### config.mk
export PLATFORM = sky130hd
export DESIGN_NAME = dds_btn_ctrl
export DESIGN_NICKNAME = d
export VERILOG_FILES = /design/src/rtl/dds_btn_ctrl.sv
export SDC_FILE = /design/constraint.sdc
export NUM_CORES = 1
export LEC_CHECK = 0
export CORE_AREA = 2 2 141 88
export DETAILED_ROUTE_END_ITERATION = 10
export DIE_AREA = 0 0 143 90
export GPL_ROUTABILITY_DRIVEN = 1
export PLACE_DENSITY_LB_ADDON = 0.25
export SYNTH_ARGS = -nofsm -noshare
export SYNTH_HDL_FRONTEND = slang
export SYNTH_SLANG_ARGS = --single-unit
### constraint.sdc
create_clock -name Fg_CLK -period 4.8 [get_ports Fg_CLK]
set_input_delay 0.48 -clock Fg_CLK [delete_from_list [all_inputs] [get_ports Fg_CLK]]
set_output_delay 0.48 -clock Fg_CLK [all_outputs]
set_load 0.01 [all_outputs]
### src/rtl/dds_btn_ctrl.sv
// DDS front-panel controller: debounced UP/DN/MODE presses become FTW, waveform and step-size config.
// Latency: a decoded press updates the config registers at that edge; CfgValid_o is high the next cycle.
// Backpressure: config held stable while CfgValid_o & ~CfgReady_i; counters freeze and events drop meanwhile.
module dds_btn_ctrl #(
  parameter int               FTW_W      = 32,
  parameter logic [FTW_W-1:0] FTW_INIT   = FTW_W'(1000),
  parameter logic [FTW_W-1:0] FTW_MIN    = FTW_W'(1),
  parameter logic [FTW_W-1:0] FTW_MAX    = FTW_W'(64'h8000_0000),
  parameter logic [FTW_W-1:0] STEP_BASE  = FTW_W'(1),
  parameter int               HOLD_CYC   = 2**22,
  parameter int               REPEAT_CYC = 2**21
) (
  input  logic             Fg_CLK,
  input  logic             RESET,
  input  logic             BtnUp_n,
  input  logic             BtnDn_n,
  input  logic             BtnMode_n,
  input  logic             CfgReady_i,
  output logic [FTW_W-1:0] Ftw_o,
  output logic [1:0]       Wave_o,
  output logic [1:0]       StepSel_o,
  output logic             CfgValid_o
);

  localparam int CNT_MAX = (HOLD_CYC > REPEAT_CYC) ? HOLD_CYC : REPEAT_CYC;
  localparam int CNT_W   = (CNT_MAX > 2) ? $clog2(CNT_MAX) : 1;
  localparam logic [CNT_W-1:0] HOLD_LAST = CNT_W'(HOLD_CYC - 1);
  localparam logic [CNT_W-1:0] REP_LAST  = CNT_W'(REPEAT_CYC - 1);

  typedef enum logic [2:0] {
    IDLE   = 3'd0,
    HOLD   = 3'd1,
    REPEAT = 3'd2,
    MHOLD  = 3'd3,
    MWAIT  = 3'd4,
    COMMIT = 3'd5
  } state_t;

  state_t state, state_nx;

  logic up_q, dn_q, md_q;
  logic up_p, dn_p, md_p;
  logic [CNT_W-1:0] cnt, cnt_nx;
  logic sel_dn, sel_nx;
  logic init_done, init_nx;
  logic [FTW_W-1:0] ftw_nx;
  logic [1:0] wave_nx, stepsel_nx;
  logic valid_nx;

  logic [FTW_W:0]   step_w, sum_w, floor_w;
  logic [FTW_W-1:0] diff_w, ftw_up, ftw_dn, ftw_stp;
  logic can_load, held, all_rel_p;

  // Register each button once and keep the previous sample; both reset to "released"
  always_ff @(posedge Fg_CLK or posedge RESET) begin
    if (RESET) begin
      up_q <= 1'b1;
      dn_q <= 1'b1;
      md_q <= 1'b1;
      up_p <= 1'b1;
      dn_p <= 1'b1;
      md_p <= 1'b1;
    end else begin
      up_q <= BtnUp_n;
      dn_q <= BtnDn_n;
      md_q <= BtnMode_n;
      up_p <= up_q;
      dn_p <= dn_q;
      md_p <= md_q;
    end
  end

  // Step size and clamped up/down candidates, one bit wider so nothing wraps
  always_comb begin
    step_w  = {1'b0, STEP_BASE} << {StepSel_o, 2'b00};
    sum_w   = {1'b0, Ftw_o} + step_w;
    floor_w = step_w + {1'b0, FTW_MIN};
    diff_w  = Ftw_o - step_w[FTW_W-1:0];
    ftw_up  = (sum_w > {1'b0, FTW_MAX}) ? FTW_MAX : sum_w[FTW_W-1:0];
    ftw_dn  = ({1'b0, Ftw_o} < floor_w) ? FTW_MIN : diff_w;
    ftw_stp = sel_dn ? ftw_dn : ftw_up;
  end

  // Output registers may only be reloaded when nothing is stuck waiting for the core
  assign can_load  = ~CfgValid_o | CfgReady_i;
  assign held      = sel_dn ? ~dn_q : ~up_q;
  // A new action needs every button released in the previous cycle
  assign all_rel_p = up_p & dn_p & md_p;

  // FSM state register
  always_ff @(posedge Fg_CLK or posedge RESET) begin
    if (RESET) state <= IDLE;
    else       state <= state_nx;
  end

  // Next-state and config decode; a clamped step leaves outputs and valid untouched
  always_comb begin
    state_nx   = state;
    cnt_nx     = cnt;
    sel_nx     = sel_dn;
    init_nx    = init_done;
    ftw_nx     = Ftw_o;
    wave_nx    = Wave_o;
    stepsel_nx = StepSel_o;
    valid_nx   = CfgValid_o & ~CfgReady_i;
    unique case (state)
      IDLE: begin
        if (!init_done) begin
          // first cycle out of reset: push the defaults
          init_nx  = 1'b1;
          valid_nx = 1'b1;
          state_nx = COMMIT;
        end else if (all_rel_p && !up_q) begin
          sel_nx   = 1'b0;
          cnt_nx   = '0;
          state_nx = HOLD;
          if (can_load && (ftw_up != Ftw_o)) begin
            ftw_nx   = ftw_up;
            valid_nx = 1'b1;
          end
        end else if (all_rel_p && !dn_q) begin
          sel_nx   = 1'b1;
          cnt_nx   = '0;
          state_nx = HOLD;
          if (can_load && (ftw_dn != Ftw_o)) begin
            ftw_nx   = ftw_dn;
            valid_nx = 1'b1;
          end
        end else if (all_rel_p && !md_q) begin
          cnt_nx   = '0;
          state_nx = MHOLD;
        end
      end
      HOLD, REPEAT: begin
        if (!held) begin
          state_nx = IDLE;
        end else if (can_load) begin
          if (cnt == ((state == HOLD) ? HOLD_LAST : REP_LAST)) begin
            cnt_nx   = '0;
            state_nx = REPEAT;
            if (ftw_stp != Ftw_o) begin
              ftw_nx   = ftw_stp;
              valid_nx = 1'b1;
            end
          end else begin
            cnt_nx = cnt + CNT_W'(1);
          end
        end
      end
      MHOLD: begin
        if (md_q) begin
          // short press: cycle waveform
          state_nx = IDLE;
          if (can_load) begin
            wave_nx  = Wave_o + 2'd1;
            valid_nx = 1'b1;
          end
        end else if (can_load) begin
          if (cnt == HOLD_LAST) begin
            // long press: cycle step size, then wait for release
            stepsel_nx = StepSel_o + 2'd1;
            valid_nx   = 1'b1;
            state_nx   = MWAIT;
          end else begin
            cnt_nx = cnt + CNT_W'(1);
          end
        end
      end
      MWAIT: begin
        if (md_q) state_nx = IDLE;
      end
      COMMIT: begin
        if (CfgReady_i) state_nx = IDLE;
      end
      default: state_nx = IDLE;
    endcase
  end

  // Counter, tracked button and config output registers
  always_ff @(posedge Fg_CLK or posedge RESET) begin
    if (RESET) begin
      cnt        <= '0;
      sel_dn     <= 1'b0;
      init_done  <= 1'b0;
      Ftw_o      <= FTW_INIT;
      Wave_o     <= 2'd0;
      StepSel_o  <= 2'd0;
      CfgValid_o <= 1'b0;
    end else begin
      cnt        <= cnt_nx;
      sel_dn     <= sel_nx;
      init_done  <= init_nx;
      Ftw_o      <= ftw_nx;
      Wave_o     <= wave_nx;
      StepSel_o  <= stepsel_nx;
      CfgValid_o <= valid_nx;
    end
  end

endmodule
==> impl_metrics.csv, run 1 <==
group,metric,value,unit
routing,vias,8546,
run_status,run_status,"finished, final reports clean",
global_routing,grt_max_degree,52,
global_routing,antenna_found_initial,0,
die,die_w,143,um
routing,wl_met3,5870,um
placed_design,numPortBuffers,42,
setup_path,crit_required,5.03,ns
power_and_ir_drop,clkPwrFrac,0.113,
finish,fill_cells,876,
placed_design,hpwl,22600,um
hold_path,hp-start,"dn_q$_DFF_PP1_",
power_and_ir_drop,p_seq_frac,0.188,
finish,final_common_cell,"buf_4",
placed_design,postPlaceCellArea,8060,um2
finish,area_growth,21.2,%
die,die_area,12900,um2
yosys,syn-mean-instance-area,7.73,um2
setup_path,end_kind,"register",
power_and_ir_drop,p_total,6.18,mW
power_and_ir_drop,leakagePower,3.30,nW
routing,drc,0,
setup_path,reg2reg_depth,18,
die,ios,43,
power_and_ir_drop,swShare,0.542,
yosys,synthesis.area,7070,um2
cts,cts_tree,"done",
finish,nets,1012,
routing,wl_met1,11700,um
cts,numCtsBuffers,9,
sta,timing.fmax,211,MHz
yosys,ys_ff_latch,70,
sta,fin_worst_skew,0.00831,ns
die,start_util,0.606,
sta,setup-violations-final,0,
global_routing,track_usage,0.459,
cts,cts_sinks,70,
routing,routed_wl,29900,um
yosys,ys_seq_area_frac,0.250,
job,maxCapViolCount,0,
finish,drive_gt1_frac,0.209,
sta,tightest_slew,1.18,ns
cts,root_buffer,"clkbuf_16",
finish,layout_common_cells,"buf_4, nor2_1, nand2_1, a21oi_1, dfrtp_1",
power_and_ir_drop,switching_power,3.35,mW
power_and_ir_drop,powerDensity,721,nW/um2
global_routing,grt_overflow,0,
cts,cts.clk_slew.worst_paths,0.06,ns
hold_path,holdPathEnd,"dn_p$_DFF_PP1_",
power_and_ir_drop,comb_power_share,0.700,
finish,utilization,0.734,
yosys,synthArstFlopShare,1.00,
hold_path,min_path_type,"register to register",
die,dieHeight,90,um
setup_path,crit_type,"register to register",
die,coreArea,11700,um2
setup_path,worstPathArrival,4.96,ns
routing,highest_layer,"met4",
yosys,mappedNetlistNets,939,
routing,ant_nets,0,
cts,clock_latency,0.34,ns
setup_path,critPathLaunchType,"register",
placed_design,gp_congestion,1.14,
power_and_ir_drop,irDropWorstVdd,0.578,mV
power_and_ir_drop,intPower,2.83,mW
sta,hold_viol_final,0,
sta,worst_slew_margin_rel,0.210,
routing,dr.pass1.iters,9,
setup_path,r2r_end,"Ftw_o[25]$_DFFE_PP0P_",
routing,viasPerCell,7.37,
setup_path,crit_fanout,13,
cts,holdBufCountCts,0,
routing,wl_per_cell,25.8,um
yosys,ys.flop_type,"dfrtp_1",
setup_path,r2r_slack,0.07,ns
yosys,synth_cell_types,98,
finish,design_area,8570,um2
sta,timing.final.crit_period,4.73,ns
routing,wl_met2,11300,um
global_routing,first_global_vias,7839,
sta,fin_crit_sh,0.986,
yosys,synth_cells,915,
setup_path,rr_startpoint,"StepSel_o[0]$_DFFE_PP0P_",
die,fp-row-count,31,
routing,drt_iter0_drc,1396,
sta,report.final.slew_viol_count,0,
yosys,yosys_warnings,0,
hold_path,whs_path_depth,0,
cts,clk_path_buf_depth,2,
yosys,synth_edf_count,0,
global_routing,grt_pass1_wl,44900,um
cts,cts_htree_levels,3,
[final cells by class]
cell class              instances  area, um2  area share
clock buffers                  10        229      0.0267
multi-input cells             738       4980       0.582
inverters                      31        116      0.0136
flip-flops and latches         70       1770       0.206
well taps                     165        206      0.0241
diodes                          1       2.50    0.000292
repair buffers                138       1190       0.139
clock inverters                 6       70.1     0.00818
[worst max-delay path, stage by stage, from the launching register on]
cell and delay (ns):
dfrtp_1 0.42, inv_2 0.10, ha_2 0.22, inv_1 0.06, ha_1 0.34, and4b_2 0.36
o211ai_4 0.15, buf_4 0.20, a2111oi_4 0.39, xnor2_1 0.14, a211oi_2 0.29, nand4_4 0.21
or3_1 0.38, o31a_1 0.11, mux2_2 0.30, and4_4 0.22, buf_6 0.16, or3_1 0.38
a22o_1 0.20
[metal layers]
metal,track usage,vias up
met3,0.246,158
met1,0.655,3982
li1,-,3604
met4,0.111,0
met2,0.601,802
met5,0,-
[synthesized netlist by cell type, types with 5 or more instances]
cell	n	area, um2
dfrtp_1	58	1450
nor2b_1	9	56.3
o211ai_1	8	60.1
clkbuf_1	50	188
a221oi_1	7	61.3
nor4_1	14	87.6
a211o_1	6	52.6
and4_1	7	61.3
mux2i_1	8	80.1
a22oi_1	11	82.6
ha_1	18	225
o21a_1	9	67.6
xnor2_1	20	175
inv_1	29	109
nand4_1	19	119
o31ai_1	22	165
dfstp_2	12	315
nand3_1	39	195
nor2_1	84	315
and2_1	7	43.8
and3_1	15	93.8
or3_1	15	93.8
or2_2	6	37.5
buf_2	15	75.1
o21ai_2	11	96.3
xor2_1	18	158
a21oi_1	61	305
nand2_1	68	255
o32ai_1	5	43.8
o22ai_1	17	106
or4_1	9	67.6
nor3_1	28	140
a31oi_1	13	81.3
a21o_1	7	52.6
o21ai_0	51	255
o221ai_1	5	43.8
nand2b_1	10	62.6
[power groups by stage]
stage / sequential [mW] / combinational, mW / clock [mW]
after floorplan: 0.953 / 2.57 / 0
after global placement: 1.12 / 3.93 / 0
after detailed placement: 1.13 / 3.98 / 0
after CTS: 1.12 / 4.02 / 0.693
after global routing: 1.18 / 4.48 / 0.722
final: 1.16 / 4.32 / 0.696
[flip-flops by register name, summed over array words and instances (netlist names), 2 cells and up]
register	cells
Ftw_o	32
Wave_o	2
cnt	22
StepSel_o	2
state	3
[worst max path at each step]
stage | to | from | cells after the start
2_1_floorplan | Ftw_o[29]$_DFFE_PP0P_ | StepSel_o[0]$_DFFE_PP0P_ | 18
3_3_place_gp | Ftw_o[22]$_DFFE_PP0P_ | StepSel_o[1]$_DFFE_PP0P_ | 18
3_5_place_dp | Ftw_o[25]$_DFFE_PP0P_ | StepSel_o[1]$_DFFE_PP0P_ | 17
4_1_cts | Ftw_o[25]$_DFFE_PP0P_ | StepSel_o[0]$_DFFE_PP0P_ | 18
5_1_grt | Ftw_o[30]$_DFFE_PP0P_ | StepSel_o[1]$_DFFE_PP0P_ | 18
6_report | Ftw_o[25]$_DFFE_PP0P_ | StepSel_o[0]$_DFFE_PP0P_ | 18
[kinds of logic after synthesis]
family | Yosys count | share of synthesized area
AO/OA/AOI/OAI | 299 | 0.295
AND/OR/NAND/NOR | 369 | 0.286
flip-flops | 70 | 0.250
multiplexers | 14 | 0.0225
adder cells (fa/ha/maj) | 18 | 0.0319
XOR/XNOR | 38 | 0.0471
buffers and inverters | 107 | 0.0676
[timing repair]
action                                  4_1_cts  5_1_grt
pin swaps                                     4        6
cloned                                        0        0
setup buffers                                 4        3
endpoints found under the setup margin       32       32
endpoints found under the hold margin         0        0
resized for setup                            10       31
[through the flow]
step / hold slack [ns] / setup WS [ns] / setup TNS (ns) / cells
after global routing: 0.407 / -0.0167 / -0.0232 / 1158
after floorplan: 0.374 / 0.421 / 0 / 915
after CTS: 0.400 / 0.00660 / 0 / 1155
after global placement: 0.380 / -0.226 / -2.07 / 1135
after detailed placement: 0.391 / -0.242 / -3.42 / 1135
final: 0.400 / 0.0664 / 0 / 1159
(Power assumes the default switching activity.)
==> inputs of run 2 (changes only) <==
==> constraint.sdc (replaced) <==
create_clock -name Fg_CLK -period 4.8 [get_ports Fg_CLK]
set_input_delay 0.48 -clock Fg_CLK [delete_from_list [all_inputs] [get_ports Fg_CLK]]
set_output_delay 0.48 -clock Fg_CLK [all_outputs]
set_load 0.005 [all_outputs]
==> results of run 2 <==
Same layout as run 1 (identical final DEF). Status: finished, final reports clean.
Main changes from that run: total power 6.18 mW -> 6.13 mW
==> inputs of run 3 (changes only) <==
--- a/config.mk
+++ b/config.mk
@@ -5,9 +5,10 @@
 export SDC_FILE = /design/constraint.sdc
 export NUM_CORES = 1
 export LEC_CHECK = 0
-export CORE_AREA = 2 2 141 88
+export CORE_AREA = 2 2 177 110
 export DETAILED_ROUTE_END_ITERATION = 10
-export DIE_AREA = 0 0 143 90
+export DIE_AREA = 0 0 179 112
+export DONT_BUFFER_PORTS = 1
 export GPL_ROUTABILITY_DRIVEN = 1
 export PLACE_DENSITY_LB_ADDON = 0.25
 export SYNTH_ARGS = -nofsm -noshare
==> run 3 against run 2 <==
Against the previous run: clock skew rose by 0.0056 ns; via count fell by 5.7%; utilization fell by 28 points; first-iteration DRC count fell by 13%; critical path type unchanged; total power fell by 0.56%; design area fell by 1.3%; global-route usage fell by 15 points; worst setup slack improved by 0.052 ns; die area rose by 56%; register-to-register slack improved by 0.05 ns.
==> impl_metrics.csv, run 3 (synthesis results as in run 1) <==
group,metric,value,unit
finish,nets,993,
die,die_w,179,um
finish,layout_common_cells,"buf_4, nor2_1, nand2_1, a21oi_1, dfrtp_1",
power_and_ir_drop,leakagePower,3.28,nW
sta,fin_crit_sh,0.975,
setup_path,critPathLaunchType,"register",
global_routing,grt_overflow,0,
cts,numCtsBuffers,9,
placed_design,hpwl,23200,um
power_and_ir_drop,p_seq_frac,0.188,
die,coreArea,18500,um2
finish,insertedDiodeCount,0,
finish,area_growth,19.6,%
hold_path,min_path_type,"primary input to register",
setup_path,end_kind,"register",
setup_path,crit_required,5.05,ns
routing,drc,0,
cts,clk_path_buf_depth,2,
routing,routed_wl,30800,um
finish,design_area,8450,um2
routing,ant_nets,0,
die,dieHeight,112,um
setup_path,reg2reg_depth,18,
finish,fill_cells,1819,
finish,largestRegisters,"Ftw_o: 32 flops, cnt: 22 flops, state: 3 flops",
power_and_ir_drop,intPower,2.79,mW
setup_path,crit_family,"compound AO/OA/AOI/OAI gates",
routing,viasPerCell,6.60,
sta,hold_slack,0.114,ns
cts,root_buffer,"clkbuf_16",
global_routing,grt_pass1_wl,46300,um
sta,timing.final.crit_period,4.68,ns
die,start_util,0.382,
global_routing,first_global_vias,7129,
global_routing,track_usage,0.308,
cts,cts.clk_slew.worst_paths,0.06,ns
routing,dr.pass1.iters,7,
setup_path,cp_num_buf_inv,4,
power_and_ir_drop,clkPwrFrac,0.125,
setup_path,worstPathArrival,4.93,ns
job,maxCapViolCount,0,
global_routing,grt_max_degree,71,
power_and_ir_drop,powerDensity,721,nW/um2
finish,drive_gt1_frac,0.229,
finish,largest_reg_flops,32,
power_and_ir_drop,comb_power_share,0.687,
sta,tightest_slew,0.942,ns
setup_path,cp_cell_sequence,"ha_1 -> inv_1 -> ha_1 -> nand4b_2 -> or2_1 -> o31a_1 -> buf_4 -> a211o_1 -> o21a_1 -> buf_12 -> o41ai_1 -> nor4_2 -> o2111ai_1 -> nor4_2 -> and4_4 -> buf_6 -> or3_1 -> a22o_1",
setup_path,cp-startpoint,"StepSel_o[1]$_DFFE_PP0P_",
global_routing,antenna_found_initial,1,
sta,hold_viol_final,0,
setup_path,cp-endpoint,"Ftw_o[25]$_DFFE_PP0P_",
finish,utilization,0.457,
placed_design,gp_congestion,1.07,
setup_path,crit_fanout,13,
sta,worst_slew_margin_rel,0.372,
placed_design,postPlaceCellArea,7870,um2
finish,final_common_cell,"buf_4",
die,ios,43,
setup_path,rr_startpoint,"StepSel_o[1]$_DFFE_PP0P_",
power_and_ir_drop,irDropWorstVdd,0.341,mV
placed_design,numPortBuffers,0,
sta,timing.fmax,214,MHz
sta,report.final.slew_viol_count,0,
routing,drt_iter0_drc,1213,
finish,top_register,"Ftw_o",
run_status,run_status,"finished, final reports clean",
setup_path,crit_cells,18,
setup_path,max_stage_delay,0.46,ns
setup_path,r2r_end,"Ftw_o[25]$_DFFE_PP0P_",
cts,cts_sinks,70,
power_and_ir_drop,switching_power,3.30,mW
die,fp-row-count,39,
routing,wl_per_cell,25.2,um
sta,fin_worst_skew,0.0139,ns
setup_path,crit_type,"register to register",
cts,cts_htree_levels,3,
setup_path,critical_path.slowest_cell,"o41ai_1",
die,die_area,20000,um2
power_and_ir_drop,swShare,0.542,
setup_path,r2r_slack,0.12,ns
cts,clock_latency,0.37,ns
routing,vias,8058,
cts,cts_tree,"done",
sta,setup-violations-final,0,
## run 3: worst register-to-register path, delay by kind of cell (launching register included)
family          cells  cell delay [ns]
compound gates      6             1.64
simple gates        6             1.25
buf+inv             4             0.65
fa+ha+maj           2             0.60
flops               1             0.42
## run 3: worst min path at each step
stage	cells after the start	endpoint	startpoint	slack, ns
2_1_floorplan	0	dn_p$_DFF_PP1_	dn_q$_DFF_PP1_	0.37
3_3_place_gp	0	dn_p$_DFF_PP1_	dn_q$_DFF_PP1_	0.39
3_5_place_dp	0	dn_p$_DFF_PP1_	dn_q$_DFF_PP1_	0.39
4_1_cts	0	dn_q$_DFF_PP1_	BtnDn_n	0.09
5_1_grt	0	dn_q$_DFF_PP1_	BtnDn_n	0.1
6_report	0	up_q$_DFF_PP1_	BtnUp_n	0.11
## run 3: routing by layer
layer  GRT usage  wire, um
met1       0.486     14500
met2       0.366     10900
met3       0.135      4800
met4      0.0726       621
met5           0         0
## run 3: power groups by stage
stage               Combinational, mW  Sequential [mW]  Clock [mW]
floorplan                        2.57            0.906           0
global placement                 3.86             1.14           0
detailed placement               3.85             1.14           0
CTS                              3.87             1.13       0.777
global route                     4.40             1.18       0.799
finish                           4.19             1.15       0.760
## run 3: cell type report
class                      count  area [um2]  area share
clock buffer                   9         225      0.0266
clock inverter                 7        97.6      0.0115
inverter                      31         121      0.0144
multi-input combinational    738        4970       0.588
sequential                    70        1770       0.209
tap                          246         308      0.0364
timing repair buffer         119         967       0.114
## run 3: through the flow
step / worst slack, ns / setup TNS (ns) / std cells / total power [mW]
floorplan: 0.451 / 0 / 915 / 3.47
global placement: 0.0527 / 0 / 1190 / 5.00
detailed placement: -0.0599 / -0.0599 / 1190 / 4.99
CTS: 0.0740 / 0 / 1206 / 5.78
global route: -0.0317 / -0.0979 / 1220 / 6.38
finish: 0.118 / 0 / 1220 / 6.10
## run 3: what timing repair did
item | 4_1_cts | 5_1_grt
endpoints found under the hold margin | 0 | 0
setup endpoints to repair | 1 | 33
gates resized for setup | 2 | 32
cloned | 0 | 0
setup buffers | 0 | 14
pin swaps | 0 | 13
hold buffers | 0 | 0
